<file path="config.mk">
export PLATFORM = sky130hd
export DESIGN_NAME = icache
export DESIGN_NICKNAME = d
export VERILOG_FILES = /design/src/rtl/icache_pkg.sv /design/src/rtl/icache_line_store.sv /design/src/rtl/icache.sv
export SDC_FILE = /design/constraint.sdc
export NUM_CORES = 2
export LEC_CHECK = 0
export CORE_MARGIN = 5
export CORE_UTILIZATION = 60
export DETAILED_ROUTE_END_ITERATION = 16
export MAX_ROUTING_LAYER = met4
export PLACE_DENSITY_LB_ADDON = 0.08
export SKIP_LAST_GASP = 1
export SYNTH_ARGS = -nofsm -noshare
export SYNTH_HDL_FRONTEND = slang
export SYNTH_MEMORY_MAX_BITS = 65536
export SYNTH_SLANG_ARGS = --single-unit
</file>
<file path="constraint.sdc">
create_clock -name clk_in -period 11.8 [get_ports clk_in]
set_input_delay 1.18 -clock clk_in [delete_from_list [all_inputs] [get_ports clk_in]]
set_output_delay 1.18 -clock clk_in [all_outputs]
set_load 0.005 [all_outputs]
</file>
<file path="src/rtl/icache_pkg.sv">
// Shared widths and state encoding for the direct-mapped instruction cache.
package icache_pkg;

    localparam int unsigned XLEN         = 32;
    localparam int unsigned INDEX_WIDTH  = 5;
    localparam int unsigned ADDR_WIDTH   = 18;
    localparam int unsigned LINE_WORDS   = 4;
    localparam int unsigned OFFSET_LSB   = 2;
    localparam int unsigned OFFSET_WIDTH = 2;
    localparam int unsigned INDEX_LSB    = 4;
    localparam int unsigned TAG_LSB      = INDEX_LSB + INDEX_WIDTH;
    localparam int unsigned TAG_WIDTH    = ADDR_WIDTH - TAG_LSB;
    localparam int unsigned LINES        = 1 << INDEX_WIDTH;

    typedef enum logic {
        IDLE   = 1'b0,
        REFILL = 1'b1
    } state_t;

    typedef logic [INDEX_WIDTH-1:0]  index_t;
    typedef logic [OFFSET_WIDTH-1:0] offset_t;
    typedef logic [TAG_WIDTH-1:0]    tag_t;
    typedef logic [XLEN-1:0]         word_t;

endpackage

</file>
<file path="src/rtl/icache_line_store.sv">
// Valid/tag/data arrays: one word-granular write port and a combinational lookup port.
module icache_line_store
    import icache_pkg::*;
(
    input  logic    clk_in,
    input  logic    rst_in,
    input  index_t  rd_index,
    input  offset_t rd_offset,
    input  tag_t    rd_tag,
    output logic    hit_c,
    output word_t   rd_data_c,
    input  index_t  wr_index,
    input  offset_t wr_offset,
    input  word_t   wr_data,
    input  tag_t    wr_tag,
    input  logic    word_we,
    input  logic    validate,
    input  logic    invalidate
);

    logic [LINES-1:0] valid_q;
    tag_t             tag_q  [LINES];
    word_t            data_q [LINES][LINE_WORDS];

    // Only the valid bits need a reset; tag/data are qualified by them.
    always_ff @(posedge clk_in) begin
        if (rst_in) begin
            valid_q <= '0;
        end else if (validate) begin
            valid_q[wr_index] <= 1'b1;
        end else if (invalidate) begin
            valid_q[wr_index] <= 1'b0;
        end
    end

    always_ff @(posedge clk_in) begin
        if (validate) begin
            tag_q[wr_index] <= wr_tag;
        end
    end

    always_ff @(posedge clk_in) begin
        if (word_we) begin
            data_q[wr_index][wr_offset] <= wr_data;
        end
    end

    assign hit_c     = valid_q[rd_index] && (tag_q[rd_index] == rd_tag);
    assign rd_data_c = data_q[rd_index][rd_offset];

endmodule

</file>
<file path="src/rtl/icache.sv">
// Direct-mapped read-only instruction cache: 1-cycle hits, 4-word line refill on miss.
module icache
    import icache_pkg::*;
(
    input  logic        clk_in,
    input  logic        rst_in,
    input  logic        rdy_in,
    input  logic        flush,
    input  logic        dec_en,
    input  logic [31:0] dec_addr,
    output logic        dec_rdy,
    output logic [31:0] dec_data,
    output logic        mc_en,
    output logic [31:0] mc_addr,
    input  logic        mc_rdy,
    input  logic [31:0] mc_data
);

    state_t  state, state_d;
    offset_t cnt, cnt_d;
    logic    mc_en_d, dec_rdy_d;
    word_t   mc_addr_d, dec_data_d;

    index_t  req_index, refill_index, wr_index;
    offset_t req_offset;
    tag_t    req_tag, refill_tag;
    word_t   req_base, rd_data;
    logic    hit, word_we, validate, invalidate;

    // Bits outside the cacheable range and the byte offset play no part.
    logic    unused_addr_bits;
    assign unused_addr_bits = ^{dec_addr[XLEN-1:ADDR_WIDTH], dec_addr[OFFSET_LSB-1:0]};

    assign req_offset   = dec_addr[OFFSET_LSB +: OFFSET_WIDTH];
    assign req_index    = dec_addr[INDEX_LSB +: INDEX_WIDTH];
    assign req_tag      = dec_addr[TAG_LSB +: TAG_WIDTH];
    assign req_base     = {{(XLEN-ADDR_WIDTH){1'b0}}, dec_addr[ADDR_WIDTH-1:INDEX_LSB], {INDEX_LSB{1'b0}}};
    // The line under refill is identified by mc_addr itself.
    assign refill_index = mc_addr[INDEX_LSB +: INDEX_WIDTH];
    assign refill_tag   = mc_addr[TAG_LSB +: TAG_WIDTH];
    assign wr_index     = (state == REFILL) ? refill_index : req_index;

    icache_line_store u_store (
        .clk_in     (clk_in),
        .rst_in     (rst_in),
        .rd_index   (req_index),
        .rd_offset  (req_offset),
        .rd_tag     (req_tag),
        .hit_c      (hit),
        .rd_data_c  (rd_data),
        .wr_index   (wr_index),
        .wr_offset  (cnt),
        .wr_data    (mc_data),
        .wr_tag     (refill_tag),
        .word_we    (word_we),
        .validate   (validate),
        .invalidate (invalidate)
    );

    always_ff @(posedge clk_in) begin
        if (rst_in) begin
            state    <= IDLE;
            cnt      <= '0;
            mc_en    <= 1'b0;
            mc_addr  <= '0;
            dec_rdy  <= 1'b0;
            dec_data <= '0;
        end else if (rdy_in) begin
            state    <= state_d;
            cnt      <= cnt_d;
            mc_en    <= mc_en_d;
            mc_addr  <= mc_addr_d;
            dec_rdy  <= dec_rdy_d;
            dec_data <= dec_data_d;
        end
    end

    // Next-state, register updates and array strobes; nothing moves while rdy_in is low.
    always_comb begin
        state_d    = state;
        cnt_d      = cnt;
        mc_en_d    = mc_en;
        mc_addr_d  = mc_addr;
        dec_rdy_d  = 1'b0;
        dec_data_d = dec_data;
        word_we    = 1'b0;
        validate   = 1'b0;
        invalidate = 1'b0;
        if (rdy_in && !rst_in) begin
            if (flush) begin
                state_d = IDLE;
                mc_en_d = 1'b0;
            end else begin
                unique case (state)
                    IDLE: begin
                        // dec_rdy high means this dec_en was just answered.
                        if (dec_en && !dec_rdy) begin
                            if (hit) begin
                                dec_rdy_d  = 1'b1;
                                dec_data_d = rd_data;
                            end else begin
                                invalidate = 1'b1;
                                cnt_d      = '0;
                                mc_en_d    = 1'b1;
                                mc_addr_d  = req_base;
                                state_d    = REFILL;
                            end
                        end
                    end
                    REFILL: begin
                        if (mc_rdy) begin
                            word_we = 1'b1;
                            if (cnt == OFFSET_WIDTH'(LINE_WORDS - 1)) begin
                                validate = 1'b1;
                                mc_en_d  = 1'b0;
                                state_d  = IDLE;
                            end else begin
                                cnt_d     = OFFSET_WIDTH'(cnt + 1'b1);
                                mc_addr_d = XLEN'(mc_addr + 32'd4);
                            end
                        end
                    end
                    default: state_d = IDLE;
                endcase
            end
        end
    end

endmodule

</file>
# Word level (Yosys, flattened, before mapping)
# Memory sizes are Yosys's and may differ from the RTL's.
# Cells that the tools add are included.
# Widths: inputs -> output; s select.
[totals]
ff_bits = 101
inputBits = 70
word_cells = 101
out_inout_bits = 66
mem_bits_rw = 4384
n_memories = 2
[op_classes]
eq_ne = 10
n_bitwise = 7
mux = 55
reduce_logical = 12
addsub = 2
order_cmp = 6
[memory_table]
columns = ["name", "words", "word_bits", "rd", "rd_ports_with_merged_regs", "wr", "line_no", "source"]
rows = [
  ["u_store.data_q", 32, 128, 1, 0, 1, "icache_line_store.sv:23", "word_t data_q [LINES][LINE_WORDS];"],
  ["u_store.tag_q", 32, 9, 1, 0, 1, "icache_line_store.sv:22", "tag_t tag_q [LINES];"],
]
[ops]
columns = ["cell", "n"]
rows = [
  ["$mux 32", 9],
  ["$mux 128", 1],
  ["$bmux 32 s2", 1],
  ["$demux 32 s2", 1],
  ["$pmux 32 s2", 1],
  ["$add 32x3->32 const B", 1],
  ["$and 32x32->32", 1],
  ["$mux 1", 32],
  ["$not 32->32", 1],
  ["$or 32x32->32", 1],
  ["$lt 5x6->1 const B", 2],
  ["$reduce_and 6->1", 2],
  ["$eq 9x9->1", 1],
  ["$ne 3x3->1 const B", 3],
  ["$mux 2", 4],
  ["$ne 2x2->1 const B", 4],
  ["$reduce_and 7->1", 1],
  ["$ge 3x3->1 const B", 2],
  ["$not 2->3", 2],
  ["$bmux 1 s5", 1],
  ["$demux 1 s5", 1],
  ["$ge 5x1->1 const B", 1],
  ["$logic_and 1x1->1", 5],
  ["$mux 5", 1],
  ["other kinds (10)", 13],
]

# Depth between registers and ports, before layout
[depth]
word_depth = 10
mapped_depth = 15
mapped_depth_nobuf = 10

# Hierarchy
# Synthesis repeated with hierarchy kept, for this count alone.
[hier_totals]
cells_unflattened = 7096
hier_area_um2 = 171746.0
[by_module_without_submodules]
columns = ["mod", "cells_each", "area_each_um2", "instances", "seq_area_each_um2"]
rows = [
  ["icache_line_store", 6702, 168691.8, 1, 132286.9],
  ["icache", 394, 3054.2, 1, 1341.3],
]

# Least setup slack after synthesis
# OpenSTA, ideal clock, no wires.
[synth_timing]
path_kind = "input port to flip-flop"
startpoint = "in dec_addr[7]"
endpoint = "reg u_store.valid_q[31]"
slack_ps = 6873
cell_stages = 9
path_buffers = 4
setup_time_ps = 64
arrival_ps = 4863
required_time_ps = 11736
cell_sequence = "buf_2 buf_1 clkbuf_1 clkbuf_1 a32oi_1 nor2_1 nand2_1 nor2_1 o221a_2"
[synth_via]
elab_chain_cells = 9
word_cells_on_any_way = 22
cone_classes = "order compare: 2; eq/ne: 1; mux: 12; bitwise: 3; reduce/logical: 3; memory: 1"
[synth_rtl]
columns = ["element", "line_no", "source"]
rows = [
  ["start: declaration", "icache.sv:10", "input logic [31:0] dec_addr,"],
  ["$mem_v2 32x9, or another cell as far along", "-", ""],
  ["$eq 9x9->1, or another cell as far along", "icache_line_store.sv:48", "assign hit_c = valid_q[rd_index] && (tag_q[rd_index] == rd_tag);"],
  ["$logic_and 1x1->1, on equally long branches", "icache_line_store.sv:48, icache_line_store.sv:30, icache_line_store.sv:32", ""],
  ["$mux 1, on equally long branches", "icache.sv:98, icache_line_store.sv:30, icache_line_store.sv:32", ""],
  ["$mux 1 or $demux 1 s5 (tied branches)", "-", ""],
  ["$mux 1 or $not 32->32 (tied branches)", "-", ""],
  ["$mux 1 or $and 32x32->32 (tied branches)", "-", ""],
  ["$mux 1 or $mux 32 (tied branches)", "icache.sv:89, icache_line_store.sv:31", ""],
  ["$reduce_bool 2->1 (no line) or $mux 32 (tied branches)", "-", ""],
  ["end signal: assignment", "icache_line_store.sv:28", "valid_q <= '0;"],
  ["end signal: indexed assignment", "icache_line_store.sv:30", "valid_q[wr_index] <= 1'b1;"],
  ["end signal: indexed assignment", "icache_line_store.sv:32", "valid_q[wr_index] <= 1'b0;"],
  ["end: declaration", "icache_line_store.sv:21", "logic [LINES-1:0] valid_q;"],
]
# Parallel ways exist; a longest one is shown, timed or not. The select of a mux whose other input is x is not followed.
# A chain may end at the register's enable or synchronous reset.

# Final worst setup path
[layout_timing]
startpoint = "in dec_addr[8]"
endpoint = "reg u_store.valid_q[7]"
# Same word-level chain as after synthesis.

==> impl_metrics.csv <==
group,metric,value,unit
logic_synthesis,ys.flop_type,"edfxtp_1",
worst_setup_path,cp.required,12.67,ns
power_and_ir_drop,peakVddDrop,0.1384,mV
clocking,h-tree-depth,5,
worst_setup_path,critical_path.endpoint,"u_store.valid_q[7]",
clocking,cts_tree,"built",
drt,drt-total-wl,443500,µm
sta,max-slew-margin-rel,2.505,%
sta,finalCritPeriodShare,50.45,%
layout,drive_gt1_share,31.15,%
floorplanning,die_h,545.0,µm
power_and_ir_drop,leakage,59.22,nW
logic_synthesis,synth.most_common_cell,"edfxtp_1",
drt,vias,81390,
global_route,grt_first_pass_wirelength,618900,µm
sta,finClkSkew,0.03585,ns
clocking,clk_latency,0.96,ns
clocking,cts-resized-gates,0,
global_route,antenna_found_initial,34,
layout,synthToLayoutAreaGrowth,12.40,%
sta,setup_tns,0,ns
placement,placed_area,178600,µm²
worst_setup_path,cp-start-kind,"primary input",
logic_synthesis,synthesis.instances,7121,
status,run_status,"finished, final reports clean",
layout,layout.area.seq,133600,µm²
sta,max_slew.worst_pin.slew,1.457,ns
worst_setup_path,cp-end-kind,"flip-flop",
floorplanning,rows,196,
floorplanning,start_util,60.26,%
clocking,cts_buffers,438,
power_and_ir_drop,fin_total_pwr,32.91,mW
clocking,clk_transition_reported_paths,0.06,ns
clocking,postCtsSetupRepairBufs,0,
drt,dr.pass1.iters,10,
placement,place.gp.congestion,0.8481,
drt,drc_errors,0,
layout,fillCellCount,17350,
worst_setup_path,cp.arrival,6.82,ns
floorplanning,core_area,285000,µm²
worst_setup_path,critPathKind,"in -> reg",
floorplanning,dieWidth,545.0,µm
global_route,grt_start_max_net_pins,142,
sta,min_period,5.953,ns
layout,stdcell_count,11670,
layout,final_area,193000,µm²
logic_synthesis,ys_warn_count,0,
worst_setup_path,r2r_setup_slack,7.70,ns
clocking,clockRootBuffer,"clkbuf_16",
placement,numPortBuffers,117,
global_route,grt_pass1_vias,80750,
floorplanning,ioPinCount,136,
worst_setup_path,worstRegToRegCells,10,
logic_synthesis,seq_area_frac_synth,77.82,%
sta,max_freq,0.1680,GHz
worst_setup_path,r2r-end,"dec_data[1]",
sta,hold_viol,0,
worst_hold_path,hold_class,"reg -> reg",
logic_synthesis,synth_edf_count,4384,
placement,dp_cells,10840,
sta,holdWs,0.4936,ns
clocking,clock_path_buffers,4,
logic_synthesis,syn-mean-instance-area,24.11,µm²
logic_synthesis,ys_ff_latch,4483,
drt,wl_per_cell,38.00,µm
logic_synthesis,async_flop_share,0,%
logic_synthesis,synth_area_leaders,"edfxtp_1 77%, mux4_2 18%, dfxtp_1 1.2%",
logic_synthesis,ys_top_cells_by_count,"4,384 x edfxtp_1, 1,385 x mux4_2, 258 x nor2_1",
layout,multi_input_area,37230,µm²
worst_setup_path,r2r_start,"u_store.tag_q[31][8]",
drt,drtIter0Drc,12010,
layout,finalNetCount,7593,
global_route,grt-ovfl-total,0,
clocking,cts.sinks,4483,
logic_synthesis,netlist-cell-type-count,65,
sta,finalSetupViolCount,0,
clocking,holdBufCountCts,0,
worst_setup_path,crit_path_start,"dec_addr[8]",
placement,post-dp-hpwl,236000,µm
logic_synthesis,synth_top_area_cell,"edfxtp_1",
global_route,groute.usage.overall,31.11,%
sta,rsz0062_at_grt,"no",
job,maxCapViolCount,0,
floorplanning,dieArea,297000,µm²
logic_synthesis,yosysTopAreaCellShare,76.67,%
drt,vias_per_cell,6.974,
drt,ant_nets,0,
logic_synthesis,syn_area,171700,µm²
sta,drv_slew,0,
power_and_ir_drop,power_density,170.5,nW/µm²
worst_setup_path,crit_fanout,75,
## how the worst min path moves through the flow
stage | startpoint | endpoint | slack, ns | cells past startpoint
after floorplan | mc_en | mc_en | 0.46 | 1
after detailed placement | mc_addr[27] | mc_addr[27] | 0.49 | 2
final | mc_addr[27] | mc_addr[27] | 0.49 | 2
after global routing | mc_addr[31] | mc_addr[31] | 0.52 | 2
after global placement | mc_addr[31] | mc_addr[31] | 0.47 | 2
after CTS | mc_addr[27] | mc_addr[27] | 0.50 | 2
## area by class of cell
| class | count | share of cell area, % |
|---|---|---|
| flip-flops and latches | 4483 | 69.24 |
| multi-input cells | 2235 | 19.29 |
| clock buffers | 550 | 6.088 |
| well taps | 3762 | 2.439 |
| repair buffers | 345 | 1.551 |
| clock inverters | 267 | 1.346 |
| inverters | 15 | 0.03306 |
| diodes | 14 | 0.01815 |
## where the power goes
part	internal (mW)	total [mW]	switching, mW
sequential	17.5	17.5	0.00574
clock	8.04	13.9	5.88
combinational	0.574	1.52	0.950
## through the flow
step	util [%]	setup slack, ns
CTS	67.72	6.008
detailed placement	62.68	4.955
global route	67.72	5.695
global placement	62.68	5.121
floorplan	-	6.873
finish	67.73	5.847
## kinds of logic (layout without fill, tap and decap cells)
group,count (synthesis),after routing,share of synthesized area [%]
and+or+nand+nor,466,466,1.210
other,1,16,0.002184
adders and majority gates,5,5,0.03643
muxes,1501,1501,18.84
AOI/OAI and AO/OA,252,252,0.9553
DFF,4483,4483,77.82
buffers and inverters,404,1177,1.086
xor gates and xnor gates,9,9,0.04590
## critical path: stages
cell and delay, ns:
clkdlybuf4s50_1 0.87, inv_8 0.78, buf_12 0.69, o21ai_0 0.33, nor2_1 0.34, nand2_1 0.70
nor2_1 1.38, o21ai_0 0.19, a21oi_1 0.19
## registers in the layout (all words and copies together), names as in the netlist
register	cells
mc_en	1
u_store.valid_q	32
state	1
dec_data	32
dec_rdy	1
u_store.data_q	4096
cnt	2
u_store.tag_q	288
mc_addr	30
## cell usage in the layout, fill, tap and decap left out, types with 7 or more instances in the layout
cell and n:
clkbuf_1 83, clkinv_2 93, clkbuf_16 445, mux4_2 1385, inv_1 13, bufinv_16 45
o221a_2 8, nor3_1 17, clkbuf_8 22, nor2b_1 9, edfxtp_1 4384, a22oi_1 40
clkdlybuf4s50_1 78, nor2_1 129, clkinv_1 85, mux2i_1 115, a211oi_1 35, nand4_1 17
diode_2 14, nor2_4 128, a31oi_1 7, o22ai_1 10, inv_6 11, buf_12 14
nand3_1 29, nand2_1 79, a21oi_1 74, buf_4 247, clkinvlp_4 19, dfxtp_1 99
o21ai_0 43
## layer usage
metal  vias to the layer above  GRT usage [%]  part of all wire, %
met4                         0          8.705                  3.2
li1                      31600              -                    -
met2                      4955          46.13                   47
met1                     44130          44.91                   38
met3                       701          6.877                   12
met5                         -              -                    0
Power figures use the tool's default switching activity.
